<file path="src/rtl/uart_arb_pkg.sv">
// uart_arb_pkg: shared definitions for the UART transmit arbiter.
// Holds the FSM encoding, the byte width and the index-width helper.
package uart_arb_pkg;

  localparam int UART_W = 8;

  typedef enum logic [1:0] {
    ST_IDLE  = 2'd0,
    ST_SEND  = 2'd1,
    ST_DRAIN = 2'd2
  } arb_state_t;

  // clog2 with a floor of 1 so a vector of width 0 never appears
  function automatic int idx_w(input int n);
    return (n < 2) ? 1 : $clog2(n);
  endfunction

endpackage

</file>
<file path="src/rtl/uart_tx_arbiter_rr_pick.sv">
// rr_pick: combinational round-robin search for the first set request
// at or above ptr, wrapping modulo N.
// Ports: req (N requests), ptr (start index) -> idx (winner), any (winner valid).
module rr_pick
  import uart_arb_pkg::*;
#(
  parameter  int N  = 4,
  localparam int IW = idx_w(N)
) (
  input  logic [N-1:0]  req,
  input  logic [IW-1:0] ptr,
  output logic [IW-1:0] idx,
  output logic          any
);

  localparam int SW = IW + 1;

  logic [N-1:0]  rot;
  logic [SW-1:0] off;
  logic [SW-1:0] sum;

  always_comb begin
    // rot[k] is the request k positions above ptr
    rot = N'({req, req} >> ptr);
    off = '0;
    any = 1'b0;
    // descending scan so the nearest set bit wins
    for (int k = N - 1; k >= 0; k--) begin
      if (rot[k]) begin
        off = SW'(k);
        any = 1'b1;
      end
    end
    sum = {1'b0, ptr} + off;
    if (sum >= SW'(N)) begin
      sum = sum - SW'(N);
    end
    idx = sum[IW-1:0];
  end

endmodule

</file>
<file path="src/rtl/uart_tx_arbiter.sv">
// uart_tx_arbiter: round-robin, message-atomic sharing of one UART.
// Ports: CLK/RST, REQ_VALID/REQ_DATA/REQ_LAST in, REQ_READY out,
// UART_IN/UART_OE out, UART_RDY in, GRANT/BUSY status out.
module uart_tx_arbiter
  import uart_arb_pkg::*;
#(
  parameter  int N       = 4,
  parameter  int TIMEOUT = 1024,
  localparam int IW      = idx_w(N),
  localparam int CW      = idx_w(TIMEOUT)
) (
  input  logic                CLK,
  input  logic                RST,
  input  logic [N-1:0]        REQ_VALID,
  input  logic [UART_W*N-1:0] REQ_DATA,
  input  logic [N-1:0]        REQ_LAST,
  output logic [N-1:0]        REQ_READY,
  output logic [UART_W-1:0]   UART_IN,
  output logic                UART_OE,
  input  logic                UART_RDY,
  output logic [IW-1:0]       GRANT,
  output logic                BUSY
);

  arb_state_t        state;
  logic [IW-1:0]     ptr;
  logic [CW-1:0]     idle_cnt;
  logic [UART_W-1:0] hold;
  logic              hold_v;

  logic [IW-1:0]     pick;
  logic              pick_any;
  logic [UART_W-1:0] req_byte [N];
  logic              cur_valid;
  logic              cur_last;
  logic              take;
  logic              drain;
  logic              stalled;
  logic              expired;
  logic [IW-1:0]     nxt;

  rr_pick #(.N(N)) u_pick (
    .req (REQ_VALID),
    .ptr (ptr),
    .idx (pick),
    .any (pick_any)
  );

  always_comb begin
    for (int i = 0; i < N; i++) begin
      req_byte[i] = REQ_DATA[UART_W*i +: UART_W];
    end
  end

  assign cur_valid = REQ_VALID[GRANT];
  assign cur_last  = REQ_LAST[GRANT];
  assign take      = (state == ST_SEND) && !hold_v && cur_valid;
  assign drain     = hold_v && UART_RDY;
  assign stalled   = (state == ST_SEND) && !hold_v && !cur_valid;
  assign expired   = stalled && (idle_cnt == CW'(TIMEOUT - 1));
  assign nxt       = (GRANT == IW'(N - 1)) ? '0 : GRANT + IW'(1);

  // ready only depends on registers: no input-to-output path
  always_comb begin
    REQ_READY = '0;
    if (state == ST_SEND && !hold_v) begin
      REQ_READY[GRANT] = 1'b1;
    end
  end

  assign UART_OE = hold_v;
  assign UART_IN = hold;

  always_ff @(posedge CLK) begin
    if (RST) begin
      state    <= ST_IDLE;
      ptr      <= '0;
      GRANT    <= '0;
      BUSY     <= 1'b0;
      hold     <= '0;
      hold_v   <= 1'b0;
      idle_cnt <= '0;
    end else begin
      unique case (state)
        ST_IDLE: begin
          if (pick_any) begin
            GRANT    <= pick;
            BUSY     <= 1'b1;
            idle_cnt <= '0;
            state    <= ST_SEND;
          end
        end
        ST_SEND: begin
          // take and drain are exclusive: hold is never refilled
          // in the cycle it empties
          if (take) begin
            hold     <= req_byte[GRANT];
            hold_v   <= 1'b1;
            idle_cnt <= '0;
            if (cur_last) begin
              state <= ST_DRAIN;
            end
          end else if (drain) begin
            hold_v   <= 1'b0;
            idle_cnt <= '0;
          end else if (expired) begin
            ptr   <= nxt;
            BUSY  <= 1'b0;
            state <= ST_IDLE;
          end else if (stalled) begin
            idle_cnt <= idle_cnt + CW'(1);
          end
        end
        ST_DRAIN: begin
          if (drain) begin
            hold_v <= 1'b0;
            ptr    <= nxt;
            BUSY   <= 1'b0;
            state  <= ST_IDLE;
          end
        end
        default: begin
          state <= ST_IDLE;
        end
      endcase
    end
  end

endmodule

</file>
<file path="config.mk">
export PLATFORM = sky130hd
export DESIGN_NAME = uart_tx_arbiter
export DESIGN_NICKNAME = d
export VERILOG_FILES = /design/src/rtl/uart_arb_pkg.sv /design/src/rtl/uart_tx_arbiter_rr_pick.sv /design/src/rtl/uart_tx_arbiter.sv
export SDC_FILE = /design/constraint.sdc
export NUM_CORES = 1
export LEC_CHECK = 0
export ABC_AREA = 1
export CAP_MARGIN = 20
export CORE_MARGIN = 1
export CORE_UTILIZATION = 51
export CTS_CLUSTER_SIZE = 12
export DETAILED_ROUTE_END_ITERATION = 6
export PLACE_DENSITY = 0.82
export SETUP_SLACK_MARGIN = 0.15
export SLEW_MARGIN = 0
export SYNTH_ARGS = -nofsm -noshare
export SYNTH_HDL_FRONTEND = slang
export SYNTH_HIERARCHICAL = 1
export SYNTH_SLANG_ARGS = --single-unit
</file>
<file path="constraint.sdc">
create_clock -name CLK -period 3.1 [get_ports CLK]
set_input_delay 0.465 -clock CLK [delete_from_list [all_inputs] [get_ports CLK]]
set_output_delay 0.465 -clock CLK [all_outputs]
set_load 0.02 [all_outputs]
</file>
# Word-level counts from Yosys, hierarchy flattened

Index checks and enable logic that the tools add are counted.

Flip-flop bits (word level): 26
Output and inout bits: 16
Input port bits: 43

Add/subtract/negate cells: 4
Equality and inequality tests: 14
Mux-type cells: 47
Bitwise logic cells: 1
Reduce and logical (&&, ||, !) cells: 18
Order comparisons: 4
Shift-type cells: 1

Operator list:

| operator                                                        | count |
|---|---|
| 10-bit 2-to-1 mux                                               | 5 |
| 2-bit 2-to-1 mux                                                | 16 |
| 10-bit one-hot mux with 2 select lines                          | 1 |
| 8-bit binary-select mux with 2-bit select                       | 1 |
| 8-bit 2-to-1 mux                                                | 2 |
| 1-bit 2-to-1 mux                                                | 14 |
| 10-bit by 1-bit adder with 10-bit output, second input constant | 1 |
| 10-bit equality test, second input constant                     | 1 |
| 2-bit inequality test, second input constant                    | 5 |
| 5-bit AND reduction                                             | 2 |
| 3-bit inequality test, second input constant                    | 3 |
| 4-bit inequality test, second input constant                    | 2 |
| 8-bit by 2-bit >> shifter with 4-bit output                     | 1 |
| 3-bit >= comparator, second input constant                      | 2 |
| 1-bit logical AND                                               | 6 |
| 2-bit one-hot mux with 3 select lines                           | 1 |
| 6-bit AND reduction                                             | 1 |
| 1-bit binary-select mux with 2-bit select                       | 2 |
| 2-bit equality test, second input constant                      | 2 |
| 4-bit 2-to-1 mux                                                | 1 |
| 2-bit one-hot mux with 2 select lines                           | 1 |
| 2-bit AND reduction                                             | 2 |
| 4-bit AND reduction                                             | 1 |
| 2-bit nonzero test                                              | 2 |
| 13 further kinds                                                | 14 |

# Longest topological paths before layout

Depth after elaboration: 9
Depth in mapped cells: 16
Gate-level depth less buffers: 16

# Modules after synthesis

The synthesis kept the hierarchy.

Modules (own cells, without submodules):

| module          | seq. area each (um^2) | area each (um^2) | instances | cells an instance |
|---|---|---|---|---|
| uart_tx_arbiter | 520.5                 | 1844.3           | 1         | 296 |
| rr_pick         | 0.0                   | 165.2            | 1         | 35 |

# Least setup slack after synthesis

Ideal clock, no wire load.

Kind: reg2out
From: reg GRANT[0]
To: out REQ_READY[2]
Arrival time: 1341 ps
Required time: 2635 ps
Setup slack: 1294 ps
Cell stages (with the launch flop): 7
Cell sequence: dfxtp_1 -> inv_2 -> buf_2 -> buf_2 -> ha_1 -> inv_1 -> nor2_1

Word-level cells in the longest chain between the ends: 5

Ends and longest elaborated chain:

| element                                                                                                                                       | RTL line              | RTL |
|---|---|---|
| from (decl)                                                                                                                                   | uart_tx_arbiter.sv:21 | `output logic [IW-1:0] GRANT,` |
| from (signal assigned)                                                                                                                        | uart_tx_arbiter.sv:87 | `GRANT <= pick;` |
| 2-bit by 3-bit less-than comparator with 1-bit output (not written as such) or 2-bit by 1-bit >= comparator with 1-bit output (tied branches) | uart_tx_arbiter.sv:67 | `REQ_READY[GRANT] = 1'b1;` |
| 1-bit logical AND (not written as such)                                                                                                       | uart_tx_arbiter.sv:67 |  |
| 1-bit 2-to-1 mux (not written as such)                                                                                                        | uart_tx_arbiter.sv:67 |  |
| 1-bit demux with 2-bit select (*)                                                                                                             | uart_tx_arbiter.sv:67 |  |
| 4-bit 2-to-1 mux (*)                                                                                                                          | uart_tx_arbiter.sv:66 | `if (state == ST_SEND && !hold_v) begin` |
| to (decl)                                                                                                                                     | uart_tx_arbiter.sv:17 | `output logic [N-1:0] REQ_READY,` |

Every way passes the cells marked *; elsewhere a longest branch is shown, timed or not.

# Final worst setup path

From: reg GRANT[1]
To: out REQ_READY[1]

Same word-level chain as after synthesis.

==> run_results.csv <==
group,metric,value,unit
run_status,outcome,"finished, final reports clean",
clock_network,clk_pin_slew_worst_paths,0.10,ns
die,boundaryPins,59,
grt,grt_max_degree,26,
logic_synthesis,yosysUniqueCellTypes,27,
clock_network,cts_setup_buffers,0,
die,start_util,0.5407,
min_path,whs_endpoint,"BUSY$_SDFFE_PP0P_",
drt,via_per_inst,5.018,
pwr,finalPower,0.002067,W
clock_network,postCtsHoldBufs,0,
clock_network,htreeDepth,1,
finish,fin_nets,439,
timing,fmax,397.8,MHz
drt,num_vias,2173,
grt,grt_pass1_wl,8.942,mm
worst_setup_path,reg2reg_slack,1.10,ns
drt,dr.pass1.iters,5,
worst_setup_path,worstRegToRegCells,8,
placed_design,hpwlAfterDp,3.879,mm
logic_synthesis,postSynthCellCount,331,
timing,period_minus_slack,2.514,ns
logic_synthesis,yosys-top-cells-count,"nand2_1, nor2_1, inv_1",
pwr,ir_drop,0.0005270,V
drt,wl,5.260,mm
clock_network,insertion_delay,0.28,ns
logic_synthesis,synthArstFlopShare,0,
placed_design,place_congestion,0.8754,
worst_setup_path,crit_fanout,14,
flow_run,maxCapViolations,0,
drt,final_antenna_net_count,0,
finish,drive_above_1_share,0.07792,
timing,setup_viol,0,
logic_synthesis,synth_fp_nets,384,
min_path,hp-start,"BUSY$_SDFFE_PP0P_",
clock_network,clockBufferDepth,2,
worst_setup_path,critPathArrivalTime,2.05,ns
min_path,min_path_type,"flip-flop to flip-flop",
clock_network,cts_tree,"built",
die,core_area,3716,um^2
placed_design,dp_slack,0.7663,ns
finish,diodes,0,
worst_setup_path,startpoint_type,"flip-flop",
worst_setup_path,r2r-end,"idle_cnt[3]$_SDFFE_PP0P_",
finish,utilization,0.7199,
die,chipWidth,64.77,um
timing,clock_skew,0.004272,ns
finish,fillers,336,
placed_design,place_area,2604,um^2
die,row_count,22,
clock_network,cts_resized,0,
timing,hold_viol,0,
clock_network,cts_made_buffers,3,
timing,rsz0062_at_grt,"no",
die,die_h,64.77,um
worst_setup_path,worstSetupPathType,"flip-flop to output port",
logic_synthesis,yosysTopAreaCell,"dfxtp_1",
logic_synthesis,syn_area,2009,um^2
logic_synthesis,yosys-top-cells-area,"dfxtp_1, nand2_1, nor2_1",
logic_synthesis,ys.warnings.count,6,
grt,grt_usage,0.2678,
min_path,hold_depth,2,
drt,drc,0,
worst_setup_path,required,2.63,ns
clock_network,clock_sinks,26,
logic_synthesis,yosysMostFrequentCell,"nand2_1",
pwr,power_density,772.7,nW/um^2
grt,antenna_found_initial,0,
logic_synthesis,yosysTopAreaCellShare,0.2590,
logic_synthesis,ys_ff_latch,26,
worst_setup_path,cp-end-kind,"output port",
timing,period_share,0.8109,
grt,overflow,0,
timing,slew_violations,0,
logic_synthesis,synth_edf_count,0,
worst_setup_path,worstReg2RegStart,"GRANT[1]$_SDFFE_PP0P_",
finish,area_delta_synth_final,33.13,%
drt,drtIter0Drc,118,
logic_synthesis,ys_seq_area_frac,0.2590,
logic_synthesis,ys.flop_type,"dfxtp_1",
timing,setup_ws,0.5863,ns
finish,finish.instance_area,2675,um^2
timing,slew_headroom,0.5796,
die,dieArea,4195,um^2
worst_setup_path,critPathLaunch,"GRANT[1]$_SDFFE_PP0P_",
timing,tns,0,ns
clock_network,root_buffer,"clkbuf_8",
placed_design,io_buffer_count,58,
logic_synthesis,avgSynthCellArea,6.071,um^2
pwr,power.leakage,1.183,nW
grt,grt_pass1_vias,2080,
drt,wl_per_cell,12.15,um
timing,worstMarginPinSlew,0.6300,ns
-- flip-flops by register name, summed over array words and instances, names as in the netlist --
name      cells
UART_IN       8
idle_cnt     10
UART_OE       1
GRANT         2
ptr           2
state         2
BUSY          1
-- cells by family (layout without fill, tap and decap cells) --
kind of cell / Yosys count / in the layout / synth area share
AND/OR/NAND/NOR: 187 / 187 / 0.4178
flip-flops: 26 / 26 / 0.2590
adder cells (fa/ha/maj): 10 / 10 / 0.06227
XOR/XNOR: 3 / 3 / 0.01308
buffers and inverters: 55 / 109 / 0.1171
AO/OA/AOI/OAI: 50 / 50 / 0.1308
-- power by group --
group          switching, W  leakage [nW]  total (W)  internal [W]
combinational      0.000795         0.936    0.00128      0.000483
sequential        0.0000699         0.212   0.000496      0.000426
clock              0.000120        0.0357   0.000293      0.000173
-- worst max-delay path by stage --
stage,end,slack (ns),cells after the start
floorplan,REQ_READY[2],1.29,6
global placement,GRANT[1]$_SDFFE_PP0P_,0.80,13
detailed placement,GRANT[1]$_SDFFE_PP0P_,0.77,13
CTS,REQ_READY[2],0.58,7
global route,REQ_READY[3],0.43,7
finish,REQ_READY[1],0.59,6
-- layer usage --
metal	vias up	track usage	wire length, um
met5	-	0	0
met4	0	0.05833	36
met3	4	0.04049	196
met2	43	0.4753	2507
met1	973	0.3377	2520
li1	1153	-	-
-- layout by cell type, fill, tap and decap left out, drive strengths merged --
master          n
clkdlybuf4s50  58
o22ai           8
bufinv          1
xor2            3
nand4           5
a21oi          11
nand2          86
inv            45
clkbuf          3
or2             1
buf             2
nor3            2
nand3b          2
a21boi          1
nor2           65
ha             10
o21ai          30
nand3          26
dfxtp          26
-- stage by stage --
step | cells | hold slack, ns
after detailed placement | 429 | 0.4889
after global placement | 429 | 0.4749
after CTS | 433 | 0.5220
final | 433 | 0.5095
after global routing | 433 | 0.5518
after floorplan | 331 | 0.4656
-- critical path: stages, from the launching register on --
cell and delay (ns):
dfxtp_1 0.32, buf_4 0.18, inv_1 0.30, ha_1 0.22
inv_1 0.05, nor2_1 0.09, clkdlybuf4s50_1 0.62
-- area by class of cell --
type	instances	area, um^2	area share
clock buffer	3	41.29	0.01543
tap	48	60.06	0.02245
sequential	26	520.5	0.1946
inverter	45	173.9	0.06501
multi-input combinational	250	1254	0.4687
timing repair buffer	60	595.6	0.2226
clock inverter	1	30.03	0.01123
(Power assumes the default switching activity.)
